## src/rtl/fetch_stage_if.sv

```systemverilog
// Bus between the fetch stage, the instruction memory and the decode stage.
// master: fetch stage side; slave: memory / pipeline-control / decode side.
interface fetch_stage_if #(
    parameter int unsigned DATA_WIDTH = 16,
    parameter int unsigned PC_WIDTH   = 32,
    parameter int unsigned ADDR_WIDTH = 21
);
    logic [ADDR_WIDTH-1:0] imem_addr;
    logic [DATA_WIDTH-1:0] imem_data;
    logic                  stall;
    logic                  flush;
    logic                  redirect_valid;
    logic [PC_WIDTH-1:0]   redirect_pc;
    logic                  ir_valid;
    logic [DATA_WIDTH-1:0] ir;
    logic [DATA_WIDTH-1:0] imm;
    logic [PC_WIDTH-1:0]   ir_pc;
    logic [PC_WIDTH-1:0]   ir_next_pc;

    modport master (
        output imem_addr, ir_valid, ir, imm, ir_pc, ir_next_pc,
        input  imem_data, stall, flush, redirect_valid, redirect_pc
    );

    modport slave (
        input  imem_addr, ir_valid, ir, imm, ir_pc, ir_next_pc,
        output imem_data, stall, flush, redirect_valid, redirect_pc
    );
endinterface

```

## src/rtl/fetch_stage.sv

```systemverilog
// Instruction-fetch stage: owns the PC, addresses instruction memory and
// loads the IF/ID register, assembling opcode+immediate two-word instructions.
module fetch_stage #(
    parameter int unsigned           DATA_WIDTH   = 16,
    parameter int unsigned           PC_WIDTH     = 32,
    parameter int unsigned           ADDR_WIDTH   = 21,
    parameter logic [PC_WIDTH-1:0]   RESET_VECTOR = '0,
    parameter logic [DATA_WIDTH-1:0] LONG_MASK    = 16'hC000,
    parameter logic [DATA_WIDTH-1:0] LONG_MATCH   = 16'hC000
) (
    input  logic          clk,
    input  logic          reset,
    fetch_stage_if.master bus
);

    localparam logic [0:0] FETCH_OP  = 1'b0;
    localparam logic [0:0] FETCH_IMM = 1'b1;

    logic [0:0]            state_q,      state_d;
    logic [PC_WIDTH-1:0]   pc_q,         pc_d;
    logic [DATA_WIDTH-1:0] op_hold_q,    op_hold_d;
    logic [PC_WIDTH-1:0]   op_pc_q,      op_pc_d;
    logic                  ir_valid_q,   ir_valid_d;
    logic [DATA_WIDTH-1:0] ir_q,         ir_d;
    logic [DATA_WIDTH-1:0] imm_q,        imm_d;
    logic [PC_WIDTH-1:0]   ir_pc_q,      ir_pc_d;
    logic [PC_WIDTH-1:0]   ir_next_pc_q, ir_next_pc_d;

    logic [PC_WIDTH-1:0]   pc_inc;
    logic                  is_long;

    assign pc_inc  = pc_q + PC_WIDTH'(1);
    assign is_long = (bus.imem_data & LONG_MASK) == LONG_MATCH;

    assign bus.imem_addr  = pc_q[ADDR_WIDTH-1:0];
    assign bus.ir_valid   = ir_valid_q;
    assign bus.ir         = ir_q;
    assign bus.imm        = imm_q;
    assign bus.ir_pc      = ir_pc_q;
    assign bus.ir_next_pc = ir_next_pc_q;

    // Next-state: redirect beats flush beats stall beats normal fetch.
    always_comb begin
        state_d      = state_q;
        pc_d         = pc_q;
        op_hold_d    = op_hold_q;
        op_pc_d      = op_pc_q;
        ir_valid_d   = ir_valid_q;
        ir_d         = ir_q;
        imm_d        = imm_q;
        ir_pc_d      = ir_pc_q;
        ir_next_pc_d = ir_next_pc_q;

        if (bus.redirect_valid) begin
            pc_d       = bus.redirect_pc;
            state_d    = FETCH_OP;
            ir_valid_d = 1'b0;
        end else if (bus.flush) begin
            ir_valid_d = 1'b0;
        end else if (!bus.stall) begin
            pc_d = pc_inc;
            case (state_q)
                FETCH_OP: begin
                    if (is_long) begin
                        op_hold_d  = bus.imem_data;
                        op_pc_d    = pc_q;
                        ir_valid_d = 1'b0;
                        state_d    = FETCH_IMM;
                    end else begin
                        ir_d         = bus.imem_data;
                        imm_d        = '0;
                        ir_pc_d      = pc_q;
                        ir_next_pc_d = pc_inc;
                        ir_valid_d   = 1'b1;
                    end
                end
                default: begin
                    ir_d         = op_hold_q;
                    imm_d        = bus.imem_data;
                    ir_pc_d      = op_pc_q;
                    ir_next_pc_d = pc_inc;
                    ir_valid_d   = 1'b1;
                    state_d      = FETCH_OP;
                end
            endcase
        end
    end

    // State and IF/ID register, asynchronously reset.
    always_ff @(posedge clk or posedge reset) begin
        if (reset) begin
            state_q      <= FETCH_OP;
            pc_q         <= RESET_VECTOR;
            op_hold_q    <= '0;
            op_pc_q      <= '0;
            ir_valid_q   <= 1'b0;
            ir_q         <= '0;
            imm_q        <= '0;
            ir_pc_q      <= '0;
            ir_next_pc_q <= '0;
        end else begin
            state_q      <= state_d;
            pc_q         <= pc_d;
            op_hold_q    <= op_hold_d;
            op_pc_q      <= op_pc_d;
            ir_valid_q   <= ir_valid_d;
            ir_q         <= ir_d;
            imm_q        <= imm_d;
            ir_pc_q      <= ir_pc_d;
            ir_next_pc_q <= ir_next_pc_d;
        end
    end

endmodule

```

## src/flat_wrapper.sv

```systemverilog
// flat-port wrapper written by rule: the top's interface ports become plain ports
module fetch_stage_flat 
#(
    parameter int unsigned           DATA_WIDTH   = 16,
    parameter int unsigned           PC_WIDTH     = 32,
    parameter int unsigned           ADDR_WIDTH   = 21,
    parameter logic [PC_WIDTH-1:0]   RESET_VECTOR = '0,
    parameter logic [DATA_WIDTH-1:0] LONG_MASK    = 16'hC000,
    parameter logic [DATA_WIDTH-1:0] LONG_MATCH   = 16'hC000
)
  (clk, reset, bus_imem_addr, bus_ir_valid, bus_ir, bus_imm, bus_ir_pc, bus_ir_next_pc, bus_imem_data, bus_stall, bus_flush, bus_redirect_valid, bus_redirect_pc);
  fetch_stage_if #(.DATA_WIDTH(DATA_WIDTH), .PC_WIDTH(PC_WIDTH), .ADDR_WIDTH(ADDR_WIDTH)) bus_i ();
  input  logic clk;
  input  logic reset;
  output wire logic [$bits(bus_i.imem_addr)-1:0] bus_imem_addr;
  output wire logic [$bits(bus_i.ir_valid)-1:0] bus_ir_valid;
  output wire logic [$bits(bus_i.ir)-1:0] bus_ir;
  output wire logic [$bits(bus_i.imm)-1:0] bus_imm;
  output wire logic [$bits(bus_i.ir_pc)-1:0] bus_ir_pc;
  output wire logic [$bits(bus_i.ir_next_pc)-1:0] bus_ir_next_pc;
  input wire logic [$bits(bus_i.imem_data)-1:0] bus_imem_data;
  input wire logic [$bits(bus_i.stall)-1:0] bus_stall;
  input wire logic [$bits(bus_i.flush)-1:0] bus_flush;
  input wire logic [$bits(bus_i.redirect_valid)-1:0] bus_redirect_valid;
  input wire logic [$bits(bus_i.redirect_pc)-1:0] bus_redirect_pc;
  assign bus_imem_addr = bus_i.imem_addr;
  assign bus_ir_valid = bus_i.ir_valid;
  assign bus_ir = bus_i.ir;
  assign bus_imm = bus_i.imm;
  assign bus_ir_pc = bus_i.ir_pc;
  assign bus_ir_next_pc = bus_i.ir_next_pc;
  assign bus_i.imem_data = bus_imem_data;
  assign bus_i.stall = bus_stall;
  assign bus_i.flush = bus_flush;
  assign bus_i.redirect_valid = bus_redirect_valid;
  assign bus_i.redirect_pc = bus_redirect_pc;
  fetch_stage #(.DATA_WIDTH(DATA_WIDTH), .PC_WIDTH(PC_WIDTH), .ADDR_WIDTH(ADDR_WIDTH), .RESET_VECTOR(RESET_VECTOR), .LONG_MASK(LONG_MASK), .LONG_MATCH(LONG_MATCH)) u_core (.clk(clk), .reset(reset), .bus(bus_i));
endmodule
```

## config.mk

```make
export PLATFORM = sky130hd
export DESIGN_NAME = fetch_stage_flat
export DESIGN_NICKNAME = d
export VERILOG_FILES = /design/src/rtl/fetch_stage_if.sv /design/src/rtl/fetch_stage.sv /design/src/flat_wrapper.sv
export SDC_FILE = /design/constraint.sdc
export NUM_CORES = 1
export LEC_CHECK = 0
export CELL_PAD_IN_SITES_DETAIL_PLACEMENT = 1
export CELL_PAD_IN_SITES_GLOBAL_PLACEMENT = 1
export CORE_UTILIZATION = 40
export CTS_CLUSTER_DIAMETER = 150
export DETAILED_ROUTE_END_ITERATION = 10
export PLACE_DENSITY_LB_ADDON = 0.08
export SLEW_MARGIN = 20
export SYNTH_ARGS = -nofsm -noshare
export SYNTH_HDL_FRONTEND = slang
export SYNTH_SLANG_ARGS = --single-unit
```

## constraint.sdc

```tcl
create_clock -name clk -period 7.7 [get_ports clk]
set_input_delay 1.54 -clock clk [delete_from_list [all_inputs] [get_ports clk]]
set_output_delay 1.54 -clock clk [all_outputs]
set_load 0.02 [all_outputs]
```

* Word level (Yosys, flattened, before mapping)
Index checks and enable logic that the tools add are counted.
** Storage, ports and cells
- Memory bits (writable) :: 0
- Memories :: 0
- Input bits :: 53
- Bits in read-only memories :: 0
- Latch bits :: 0
- Register bits after elaboration :: 178
** Cells by class
- $mul :: 0
- Reduce and logical (&&, ||, !) cells :: 3
- Bitwise gates (word level) :: 4
- Eq/ne operators :: 5
- Order comparisons :: 0
- Mux-type cells :: 21
- Shift-type cells :: 0
- Add/sub/neg operators :: 1
- Divide/modulo/power cells :: 0
** Operator list (count)
- $mux W32 :: 7
- $mux W16 :: 4
- $add A32 B1 Y32 const B :: 1
- $mux W1 :: 10
- $ne A2 B1 Y1 const B :: 3
- $reduce_and A5 Y1 :: 1
- $not A1 Y1 :: 4
- $reduce_and A4 Y1 :: 1
- $ne A3 B1 Y1 const B :: 1
- $eq A2 B2 Y1 const B :: 1
- $reduce_and A2 Y1 :: 1

* Depth between registers and ports, before layout
Gate-level depths: netlist (run 1).
- Depth after elaboration :: 6
- Mapped depth :: 8

* Least setup slack after synthesis (run 1)
Ideal clock, no wire load.
- Path kind :: input to register
- Start point :: in bus_redirect_valid
- End point :: reg u_core.op_pc_q[0]
- Cell stages on the path :: 6
- Slack :: 4.695 ns
- Setup time :: 0.125 ns
- Buffers on the path :: 3
- Arrival time :: 2.881 ns
- Cell sequence :: or3_1 clkbuf_1 nor3_2 buf_4 buf_4 mux2_2
** On the way
- Longest elaborated chain between the ends :: 2
** Ends and longest elaborated chain
- from (decl) :: line flat_wrapper.sv:24 : input wire logic [$bits(bus_i.redirect_valid)-1:0] bus_redirect_valid;
- $not A1 Y1 (no line)
- $reduce_and A5 Y1 (no line)
- to (signal assigned) :: line fetch_stage.sv:105 : op_pc_q <= op_pc_d;
- to (decl) :: line fetch_stage.sv:22 : logic [PC_WIDTH-1:0] op_pc_q, op_pc_d;
No other way between the ends.
A chain may end at the register's enable or synchronous reset.

* Worst setup path in the final report (run 1)
- Start point :: in bus_imem_data[15]
- End point :: reg u_core.ir_next_pc_q[29] (netlist: u_core.bus.ir_next_pc[29])
** On the way
- Longest elaborated chain between the ends :: 3
** Ends and longest elaborated chain
- from (decl) :: line flat_wrapper.sv:21 : input wire logic [$bits(bus_i.imem_data)-1:0] bus_imem_data;
- $eq A2 B2 Y1 :: line fetch_stage.sv:33 : assign is_long = (bus.imem_data & LONG_MASK) == LONG_MATCH;
- $ne A2 B1 Y1 (no line)
- $reduce_and A4 Y1 (no line)
- to (signal assigned) :: line fetch_stage.sv:110 : ir_next_pc_q <= ir_next_pc_d;
- to (decl) :: line fetch_stage.sv:27 : logic [PC_WIDTH-1:0] ir_next_pc_q, ir_next_pc_d;
No other way between the ends.

==> results of run 1 <==
-- registers in the layout, summed over array words and instances (netlist names) --
signal                 flops
u_core.bus.imm            16
u_core.bus.ir             16
u_core.bus.ir_next_pc     32
u_core.bus.ir_pc          32
u_core.bus.ir_valid        1
u_core.op_hold_q          16
u_core.op_pc_q            32
u_core.pc_q               32
u_core.state_q             1
-- path summary, 6_finish.rpt --
check	startpoint	end	slack, ns	cells past startpoint
setup reg to reg	u_core.state_q	u_core.bus.ir_next_pc[29]	4.53	4
hold reg to reg	u_core.bus.imm[2]	u_core.bus.imm[2]	0.47	2
hold / removal	u_core.bus.imm[2]	u_core.bus.imm[2]	0.47	2
min in group asynchronous	reset	u_core.pc_q[20]	1.62	2
max in group asynchronous	reset	u_core.bus.ir[1]	4.60	3
setup / recovery	bus_imem_data[15]	u_core.bus.ir_next_pc[29]	3.42	6
-- layer usage --
layer / part of all wire, % / vias up / routed length [µm] / global-route usage, %
met4: 1.6 / 2 / 363 / 7.680
met2: 50 / 125 / 11160 / 35.73
met3: 3.2 / 19 / 712 / 3.478
met5: 0.058 / - / 13 / 0
li1: - / 2938 / - / -
met1: 46 / 3190 / 10260 / 29.37
-- cell families after synthesis --
family / synth area share [%]
adder cells (fa/ha/maj): 0.1488
AO/OA/AOI/OAI: 6.907
buffers and inverters: 6.103
AND/OR/NAND/NOR: 15.96
XOR/XNOR: 5.627
multiplexers: 12.27
flip-flops: 52.99
-- layout by cell type, fill, tap and decap left out, types with 3 or more instances in the layout --
| master | n |
|---|---|
| sky130_fd_sc_hd__nor2b_1 | 3 |
| sky130_fd_sc_hd__buf_4 | 6 |
| sky130_fd_sc_hd__mux2_2 | 42 |
| sky130_fd_sc_hd__and4_1 | 7 |
| sky130_fd_sc_hd__mux2i_1 | 49 |
| sky130_fd_sc_hd__clkinvlp_4 | 4 |
| sky130_fd_sc_hd__o21ai_0 | 101 |
| sky130_fd_sc_hd__nor2_1 | 19 |
| sky130_fd_sc_hd__xnor2_1 | 35 |
| sky130_fd_sc_hd__clkdlybuf4s50_1 | 169 |
| sky130_fd_sc_hd__and3_1 | 6 |
| sky130_fd_sc_hd__nor4_1 | 5 |
| sky130_fd_sc_hd__nor3_1 | 14 |
| sky130_fd_sc_hd__clkbuf_16 | 17 |
| sky130_fd_sc_hd__nand2_1 | 156 |
| sky130_fd_sc_hd__or3_1 | 6 |
| sky130_fd_sc_hd__xor2_1 | 19 |
| sky130_fd_sc_hd__nand3_1 | 35 |
| sky130_fd_sc_hd__nand4_1 | 13 |
| sky130_fd_sc_hd__or2_2 | 3 |
| sky130_fd_sc_hd__mux2_1 | 6 |
| sky130_fd_sc_hd__dfrtp_1 | 177 |
| sky130_fd_sc_hd__a21oi_1 | 3 |
| sky130_fd_sc_hd__clkinv_4 | 3 |
-- final cells by class --
cell class	count	area [µm²]
Clock buffer	19	442.9
Clock inverter	12	135.1
Fill cell	2247	9812
Inverter	1	11.26
Multi-Input combinational cell	541	3456
Sequential cell	178	4458
Tap cell	270	337.8
Timing Repair Buffer	178	1777
-- power breakdown --
group	leakage, nW	switching, mW	total [mW]	internal [mW]
combinational	1.86	0.304	0.607	0.302
clock	0.271	0.375	0.861	0.486
sequential	2.24	0.138	1.24	1.10
-- worst reg2reg max path: stages, from the launching register on --
cell and delay (ns):
sky130_fd_sc_hd__dfrtp_4 0.72, sky130_fd_sc_hd__o21ai_4 0.79, sky130_fd_sc_hd__buf_4 0.69, sky130_fd_sc_hd__buf_4 0.60, sky130_fd_sc_hd__o21ai_0 0.22
==> results.cfg, run 1 <==
[worst_setup_path]
setup.worst_path.end_class = flop
path_max_fanout = 70
cp.arrival_ns = 4.55
worstPathBufferInverterCount = 3
cp_slowest_stage_delay_ns = 0.73
critical_path.most_common_cell = sky130_fd_sc_hd__buf_4
critical_path_cell_list = clkdlybuf4s50_1, nand2_1, o21ai_4, buf_4, buf_4, o21ai_0
worstPathRequired_ns = 7.97
crit_path_start_kind = input pin
critical_path.top_delay_family = buffers and inverters
crit_path_top_delay_cell = sky130_fd_sc_hd__o21ai_4
setup.worst_path.class = input pin to flop

[timing]
timing_worst_slew_pin_value_ns = 0.9360
achievable-frequency_mhz = 233.7
grt_setup_unrepaired = false
layout_worst_path_cycle_share_pct = 55.57
final_max_slew_viol_count = 0
timing.clock.skew_ns = 0.009724
timing.final.ws_setup_ns = 3.421
relSlewSlack_pct = 37.40
hold_ws_ns = 0.4676
finalHoldViolCount = 0
timing.setup.tns_ns = 0
final_period_minus_worst_setup_slack_ns = 4.279
timing.final.setup_violations = 0

[placement]
dp_worst_setup_slack_ns = 2.971
detailedPlacementHpwl_mm = 15.17
dpl.cell_count = 1166
dpl-instance-area_um2 = 10000
place_congestion = 0.7528
buffer_ports.inserted = 170

[layout]
nets = 971
final_design_area_no_fill_um2 = 10620
post_route_cells_drive_above_1_share_pct = 10.33
area.growth.synth_to_final_pct = 26.32
post_layout_nonfiller_instances = 1199
num_antenna_cells = 0
final_core_utilization_pct = 51.97

[logic_synthesis]
synth-seq-area-share_pct = 52.99
syn_nets = 862
synth_async_sr_flop_share_pct = 100.0
synthDominantAreaCellType = sky130_fd_sc_hd__dfrtp_1
syn_inst_count = 808
ys_seq_elements = 178
netlist_top_cells_area = sky130_fd_sc_hd__dfrtp_1 53%, sky130_fd_sc_hd__nand2_1 7.0%, sky130_fd_sc_hd__o21ai_0 6.0%, sky130_fd_sc_hd__mux2i_1 5.8%, sky130_fd_sc_hd__mux2_2 5.6%
yosysUniqueCellTypes = 38
synthFlopType = sky130_fd_sc_hd__dfrtp_1
synth.yosys.warnings = 0
netlist.area_leader.share_pct = 52.99
syn-mean-instance-area_um2 = 10.40
synthMostInstantiatedCell = sky130_fd_sc_hd__dfrtp_1
post_synth_instance_area_um2 = 8406
synth-edff-count = 0
synth_top_cells_by_count = 178 x sky130_fd_sc_hd__dfrtp_1, 156 x sky130_fd_sc_hd__nand2_1, 101 x sky130_fd_sc_hd__o21ai_0

[clock_network]
number_of_cts_inserted_buffers = 17
numClockSinks = 178
clkSlewWorstSetupHoldPaths_ns = 0.06
htreeDepth = 4
tritoncts = built
postCtsResizedCells = 0
clk_root_buffer_cell = sky130_fd_sc_hd__clkbuf_16
post-cts-setup-buffer-count = 0
clock_insertion_delay_at_the_later_pin_of_the_skew_report_ns = 0.43
hold_buffer_count_at_cts = 0
clock_tree.buffer_depth = 2

[routing]
drt-pass1-iter-count = 4
drc_errors = 0
vias = 6274
detail-route-antenna-nets = 0
detail_route.wirelength_mm = 22.51
route.detailed.vias_per_inst = 5.233
drt_first_iter_violations = 240
wire_per_inst_um = 18.77

[run_status]
run_status = completed

[run]
maxCapViolations = 0

[die]
die_width_um = 147.0
num_rows = 52
core-area_um2 = 20430
io_pins = 171
start_util_pct = 41.14
die-height_um = 147.0
design.die.area_um2 = 21600

[global_route]
grt_remaining_overflow = 0
largest_net_degree_at_the_start_of_global_routing = 109
grt_pass1_vias = 6619
antenna_found_initial = 1
grt_pass1_wl_mm = 36.63
grt_usage_pct = 21.81

[power]
total_power_consumption_mw = 2.707
vdd_drop_max_mv = 0.1573
p_leak_nw = 4.373
power.density_nw_per_um2 = 255.0

[hold_path]
worst_hold_path_type = flop to flop
(Power assumes the default switching activity.)
==> run 2, diff against run 1 <==
--- a/config.mk
+++ b/config.mk
@@ -7,7 +7,7 @@
 export LEC_CHECK = 0
 export CELL_PAD_IN_SITES_DETAIL_PLACEMENT = 1
 export CELL_PAD_IN_SITES_GLOBAL_PLACEMENT = 1
-export CORE_UTILIZATION = 40
+export CORE_UTILIZATION = 36
 export CTS_CLUSTER_DIAMETER = 150
 export DETAILED_ROUTE_END_ITERATION = 10
 export PLACE_DENSITY_LB_ADDON = 0.08
==> constraint.sdc (replaced) <==
create_clock -name clk -period 3.5 [get_ports clk]
set_input_delay 0.7 -clock clk [delete_from_list [all_inputs] [get_ports clk]]
set_output_delay 0.7 -clock clk [all_outputs]
set_load 0.02 [all_outputs]
==> run 2 against run 1 <==
Compared with the run above:
- first-iteration DRC count down 18%
- sequential share of layout area down 0.53 points
- combinational power up 120%
- clock power up 120%
- non-clock buffer count up 5
- flip-flop and latch count unchanged
- highest routed layer unchanged
- largest power group unchanged
- die area up 11%
- clock skew up 0.0046 ns
- critical path type is now flop to output port
- sequential power up 120%
- global-route usage down 1.2 points
==> results.cfg, run 2 (same netlist as run 1, synthesis figures left out) <==
[routing]
detail-route-antenna-nets = 0
detail_route.wirelength_mm = 23.46
drt-pass1-iter-count = 4
drc_errors = 0
route.detailed.vias_per_inst = 4.998
drt_first_iter_violations = 197
vias = 6237
wire_per_inst_um = 18.79

[timing]
final_max_slew_viol_count = 0
finalHoldViolCount = 0
timing.final.setup_violations = 0
relSlewSlack_pct = 44.51
layout_worst_path_cycle_share_pct = 73.06
final_period_minus_worst_setup_slack_ns = 2.557
timing.setup.tns_ns = 0
grt_setup_unrepaired = false
timing.final.ws_setup_ns = 0.9430
timing.clock.skew_ns = 0.01429
timing_worst_slew_pin_value_ns = 0.8305
achievable-frequency_mhz = 391.1

[worst_setup_path]
setup.worst_path.end_class = output port
setup.worst_path.class = flop to output port
path_max_fanout = 14
crit_path_top_delay_cell = sky130_fd_sc_hd__dfrtp_1
setup.reg_to_reg.worst_slack_ns = 0.97
cp_slowest_stage_delay_ns = 0.71
critPathLaunch = u_core.pc_q[4]
critical_path_cell_list = clkdlybuf4s50_1
worstPathBufferInverterCount = 1
crit_path_start_kind = flop
critical_path.top_delay_family = flip-flops
regToRegEndpoint = u_core.bus.ir_next_pc[28]
cp.arrival_ns = 1.86
timing.reg2reg.worst_path_depth = 5
worstPathRequired_ns = 2.80
worst_reg2reg_path_startpoint = u_core.pc_q[4]

[hold_path]
hold_path_depth = 2
worst_hold_path_type = flop to flop
worst_hold_path.endpoint = u_core.bus.imm[1]
timing.hold.worst.start = u_core.bus.imm[1]

[placement]
place_congestion = 0.8060
detailedPlacementHpwl_mm = 16.28
buffer_ports.inserted = 170
dp_worst_setup_slack_ns = 0.5062
dpl-instance-area_um2 = 10180

[layout]
nets = 976
area.growth.synth_to_final_pct = 27.94
layout_commonest_cell = sky130_fd_sc_hd__dfrtp_1
most-common-layout-cells = 177 x sky130_fd_sc_hd__dfrtp_1, 169 x sky130_fd_sc_hd__clkdlybuf4s50_1, 156 x sky130_fd_sc_hd__nand2_1
post_route_cells_drive_above_1_share_pct = 11.02
final_design_area_no_fill_um2 = 10750
fill_cells = 2455
num_antenna_cells = 0

[global_route]
grt_remaining_overflow = 0
grt_pass1_vias = 6873
antenna_found_initial = 1
largest_net_degree_at_the_start_of_global_routing = 106
grt_pass1_wl_mm = 38.24
grt_usage_pct = 20.58

[run]
maxCapViolations = 0

[clock_network]
post-cts-setup-buffer-count = 0
tritoncts = built
hold_buffer_count_at_cts = 0
htreeDepth = 4
clock_insertion_delay_at_the_later_pin_of_the_skew_report_ns = 0.44
postCtsResizedCells = 0
clock_tree.buffer_depth = 2
clkSlewWorstSetupHoldPaths_ns = 0.07
clk_root_buffer_cell = sky130_fd_sc_hd__clkbuf_16
numClockSinks = 178
number_of_cts_inserted_buffers = 17

[die]
core-area_um2 = 22780
num_rows = 55
io_pins = 171
start_util_pct = 36.90
die_width_um = 154.8
die-height_um = 154.8
design.die.area_um2 = 23960

[power]
p_leak_nw = 4.428
power.density_nw_per_um2 = 556.6
vdd_drop_max_mv = 0.3042

[run_status]
run_status = completed
==> run 2: cell types whose count changed in the layout (fill, tap and decap cells not counted), sizes merged <==
cell | previous run | this run
inv | 2 | 9
bufinv | 2 | 1
clkinvlp | 4 | 1
clkbuf | 19 | 17
buf | 9 | 14
==> run 2: stage by stage <==
stage | hold slack [ns] | power (mW) | cells | util (%)
2_1_floorplan | 0.4393 | 3.448 | 808 | -
3_3_place_gp | 0.4552 | 4.069 | 1216 | 44.70
3_5_place_dp | 0.4604 | 4.132 | 1216 | 44.70
4_1_cts | 0.4765 | 6.064 | 1248 | 47.21
5_1_grt | 0.5014 | 6.280 | 1248 | 47.21
6_report | 0.4743 | 5.986 | 1248 | 47.21
==> run 2: routing by layer <==
layer	track usage, %	wire (µm)	vias to the layer above
met5	0	13	-
met4	4.668	283	2
met3	4.427	807	20
met2	34.93	11520	126
met1	26.87	10830	3147
li1	-	-	2942
==> run 2: how the worst max path moves through the flow <==
stage / end / slack (ns) / cells past startpoint
3_3_place_gp: u_core.op_hold_q[1] / 0.56 / 5
4_1_cts: bus_imem_addr[4] / 0.93 / 1
6_report: bus_imem_addr[4] / 0.94 / 1
5_1_grt: u_core.bus.ir_next_pc[26] / 0.86 / 5
3_5_place_dp: u_core.op_pc_q[22] / 0.51 / 5
2_1_floorplan: u_core.bus.imm[0] / 0.52 / 1
==> run 2: area by class of cell <==
| class | instances | area [µm²] | area share (%) |
|---|---|---|---|
| Sequential cell | 178 | 4458 | 41.45 |
| Multi-Input combinational cell | 541 | 3456 | 32.13 |
| Clock buffer | 17 | 425.4 | 3.956 |
| Tap cell | 313 | 391.6 | 3.642 |
| Clock inverter | 15 | 146.4 | 1.361 |
| Inverter | 1 | 7.507 | 0.06981 |
| Timing Repair Buffer | 183 | 1869 | 17.38 |
==> run 2: report_power, final <==
group,total [mW],internal [mW],switching (mW)
combinational,1.36,0.676,0.681
clock,1.91,1.01,0.904
sequential,2.72,2.42,0.298
total,5.99,4.10,1.88
==> run 2: worst min-delay path, stage by stage, from the launching register on <==
cell	delay [ns]
sky130_fd_sc_hd__dfrtp_1	0.34
sky130_fd_sc_hd__nand2_1	0.05
sky130_fd_sc_hd__nand2_1	0.05
==> run 3, diff against run 2 <==
==> constraint.sdc (replaced) <==
create_clock -name clk -period 2.1 [get_ports clk]
set_input_delay 0.42 -clock clk [delete_from_list [all_inputs] [get_ports clk]]
set_output_delay 0.42 -clock clk [all_outputs]
set_load 0.02 [all_outputs]
==> run 3 against run 2 <==
Compared with the run above:
- design area up 4.0%
- sequential power up 63%
- utilization up 1.9 points
- flip-flop and latch count unchanged
- cell count up 4.5%
- total power up 65%
- first-iteration DRC count up 40%
- largest cell class unchanged
- setup slack worse by 0.88 ns
- clock power up 58%
==> results.cfg, run 3 (same netlist as run 1, synthesis figures left out) <==
[die]
die_width_um = 154.8
io_pins = 171
start_util_pct = 36.90
num_rows = 55
die-height_um = 154.8
core-area_um2 = 22780
design.die.area_um2 = 23960

[global_route]
grt_usage_pct = 20.64
largest_net_degree_at_the_start_of_global_routing = 92
grt_pass1_wl_mm = 38.37
grt_remaining_overflow = 0
grt_pass1_vias = 6936
antenna_found_initial = 1

[routing]
drt_first_iter_violations = 275
drt-pass1-iter-count = 6
route.detailed.vias_per_inst = 4.903
detail_route.wirelength_mm = 23.35
wire_per_inst_um = 17.91
vias = 6393
detail-route-antenna-nets = 0
drc_errors = 0

[clock_network]
clk_root_buffer_cell = sky130_fd_sc_hd__clkbuf_16
number_of_cts_inserted_buffers = 17
post-cts-setup-buffer-count = 0
clock_insertion_delay_at_the_later_pin_of_the_skew_report_ns = 0.43
clock_tree.buffer_depth = 2
numClockSinks = 178
htreeDepth = 4
tritoncts = built
clkSlewWorstSetupHoldPaths_ns = 0.07

[placement]
dpl-instance-area_um2 = 10620
detailedPlacementHpwl_mm = 16.96
place_congestion = 0.8201
buffer_ports.inserted = 170

[timing]
timing.setup.tns_ns = 0
relSlewSlack_pct = 59.27
finalHoldViolCount = 0
timing_worst_slew_pin_value_ns = 0.6110
final_max_slew_viol_count = 0
timing.final.setup_violations = 0
grt_setup_unrepaired = false
achievable-frequency_mhz = 490.6
layout_worst_path_cycle_share_pct = 97.06
hold_ws_ns = 0.2749
timing.clock.skew_ns = 0.01174
final_period_minus_worst_setup_slack_ns = 2.038

[worst_setup_path]
setup.worst_path.class = flop to output port
path_max_fanout = 6
cp.arrival_ns = 1.62
crit_path_start_kind = flop
worstPathRequired_ns = 1.68
setup.worst_path.end_class = output port

[power]
p_leak_nw = 4.730
total_power_consumption_mw = 9.905
power.density_nw_per_um2 = 886.0
vdd_drop_max_mv = 0.6565

[layout]
num_antenna_cells = 0
most-common-layout-cells = 176 x sky130_fd_sc_hd__dfrtp_1, 161 x sky130_fd_sc_hd__clkdlybuf4s50_1, 156 x sky130_fd_sc_hd__nand2_1
final_design_area_no_fill_um2 = 11180
nets = 1032
final_core_utilization_pct = 49.08
area.growth.synth_to_final_pct = 33.00
post_route_cells_drive_above_1_share_pct = 16.15
layout_commonest_cell = sky130_fd_sc_hd__dfrtp_1

[run]
maxCapViolations = 0

[run_status]
run_status = completed

[hold_path]
worst_hold_path_type = input pin to asynchronous set/reset pin
-- run 3: cell types whose count changed in the layout (fill, tap and decap cells not counted), moves of 3 or more --
cell                              delta
sky130_fd_sc_hd__buf_4              +55
sky130_fd_sc_hd__dlygate4sd2_1       +5
sky130_fd_sc_hd__inv_6               -4
sky130_fd_sc_hd__clkinvlp_4          +3
sky130_fd_sc_hd__dlymetal6s2s_1      +3
sky130_fd_sc_hd__clkdlybuf4s50_1     -8
-- run 3: worst max-delay path, cell delays in order, from the launching register on --
cell,delay (ns)
sky130_fd_sc_hd__dfrtp_1,0.40
sky130_fd_sc_hd__buf_4,0.18
sky130_fd_sc_hd__clkdlybuf4s50_1,0.61
-- run 3: layer usage --
| metal | up-vias | wire, µm | global-route usage [%] |
|---|---|---|---|
| met5 | - | 11 | 0 |
| met4 | 2 | 351 | 5.893 |
| met3 | 27 | 760 | 3.138 |
| met2 | 117 | 11650 | 35.16 |
| met1 | 3181 | 10580 | 27.20 |
| li1 | 3066 | - | - |
-- run 3: repair_timing --
item                       in CTS  in global routing
gates resized for setup         6                  4
setup endpoints to repair       6                  4
hold buffers                    0                  0
-- run 3: path summary, 6_finish.rpt --
path                                      start                   endpoint  slack (ns)  cells past startpoint
max                             u_core.pc_q[14]          bus_imem_addr[14]        0.06                      2
min                                       reset       u_core.bus.ir_pc[21]        0.27                      2
max reg2reg                      u_core.pc_q[0]  u_core.bus.ir_next_pc[22]        0.06                      7
min reg2reg                u_core.op_hold_q[15]       u_core.op_hold_q[15]        0.47                      1
max in group asynchronous                 reset          u_core.op_pc_q[0]        1.05                      3
min in group clk           u_core.op_hold_q[15]       u_core.op_hold_q[15]        0.47                      1
-- run 3: per-stage QoR --
stage | instances | worst slack [ns]
final | 1304 | 0.06170
after CTS | 1304 | 0.005688
after detailed placement | 1272 | -0.1448
after global routing | 1304 | 0.001435
after floorplan | 808 | -0.6006
after global placement | 1272 | -0.07739
-- run 3: layout make-up --
| cell class | instances | area, µm² |
|---|---|---|
| Fill cell | 2468 | 11600 |
| Sequential cell | 178 | 4459 |
| Multi-Input combinational cell | 541 | 3462 |
| Timing Repair Buffer | 239 | 2303 |
| Clock buffer | 18 | 429.2 |
| Tap cell | 313 | 391.6 |
| Clock inverter | 14 | 126.4 |
| Inverter | 1 | 7.507 |
-- run 3: power breakdown --
part / internal [mW] / total (mW) / switching, mW
clock network: 1.56 / 3.02 / 1.47
logic: 1.20 / 2.44 / 1.24
registers: 4.04 / 4.44 / 0.404
total: 6.80 / 9.91 / 3.11
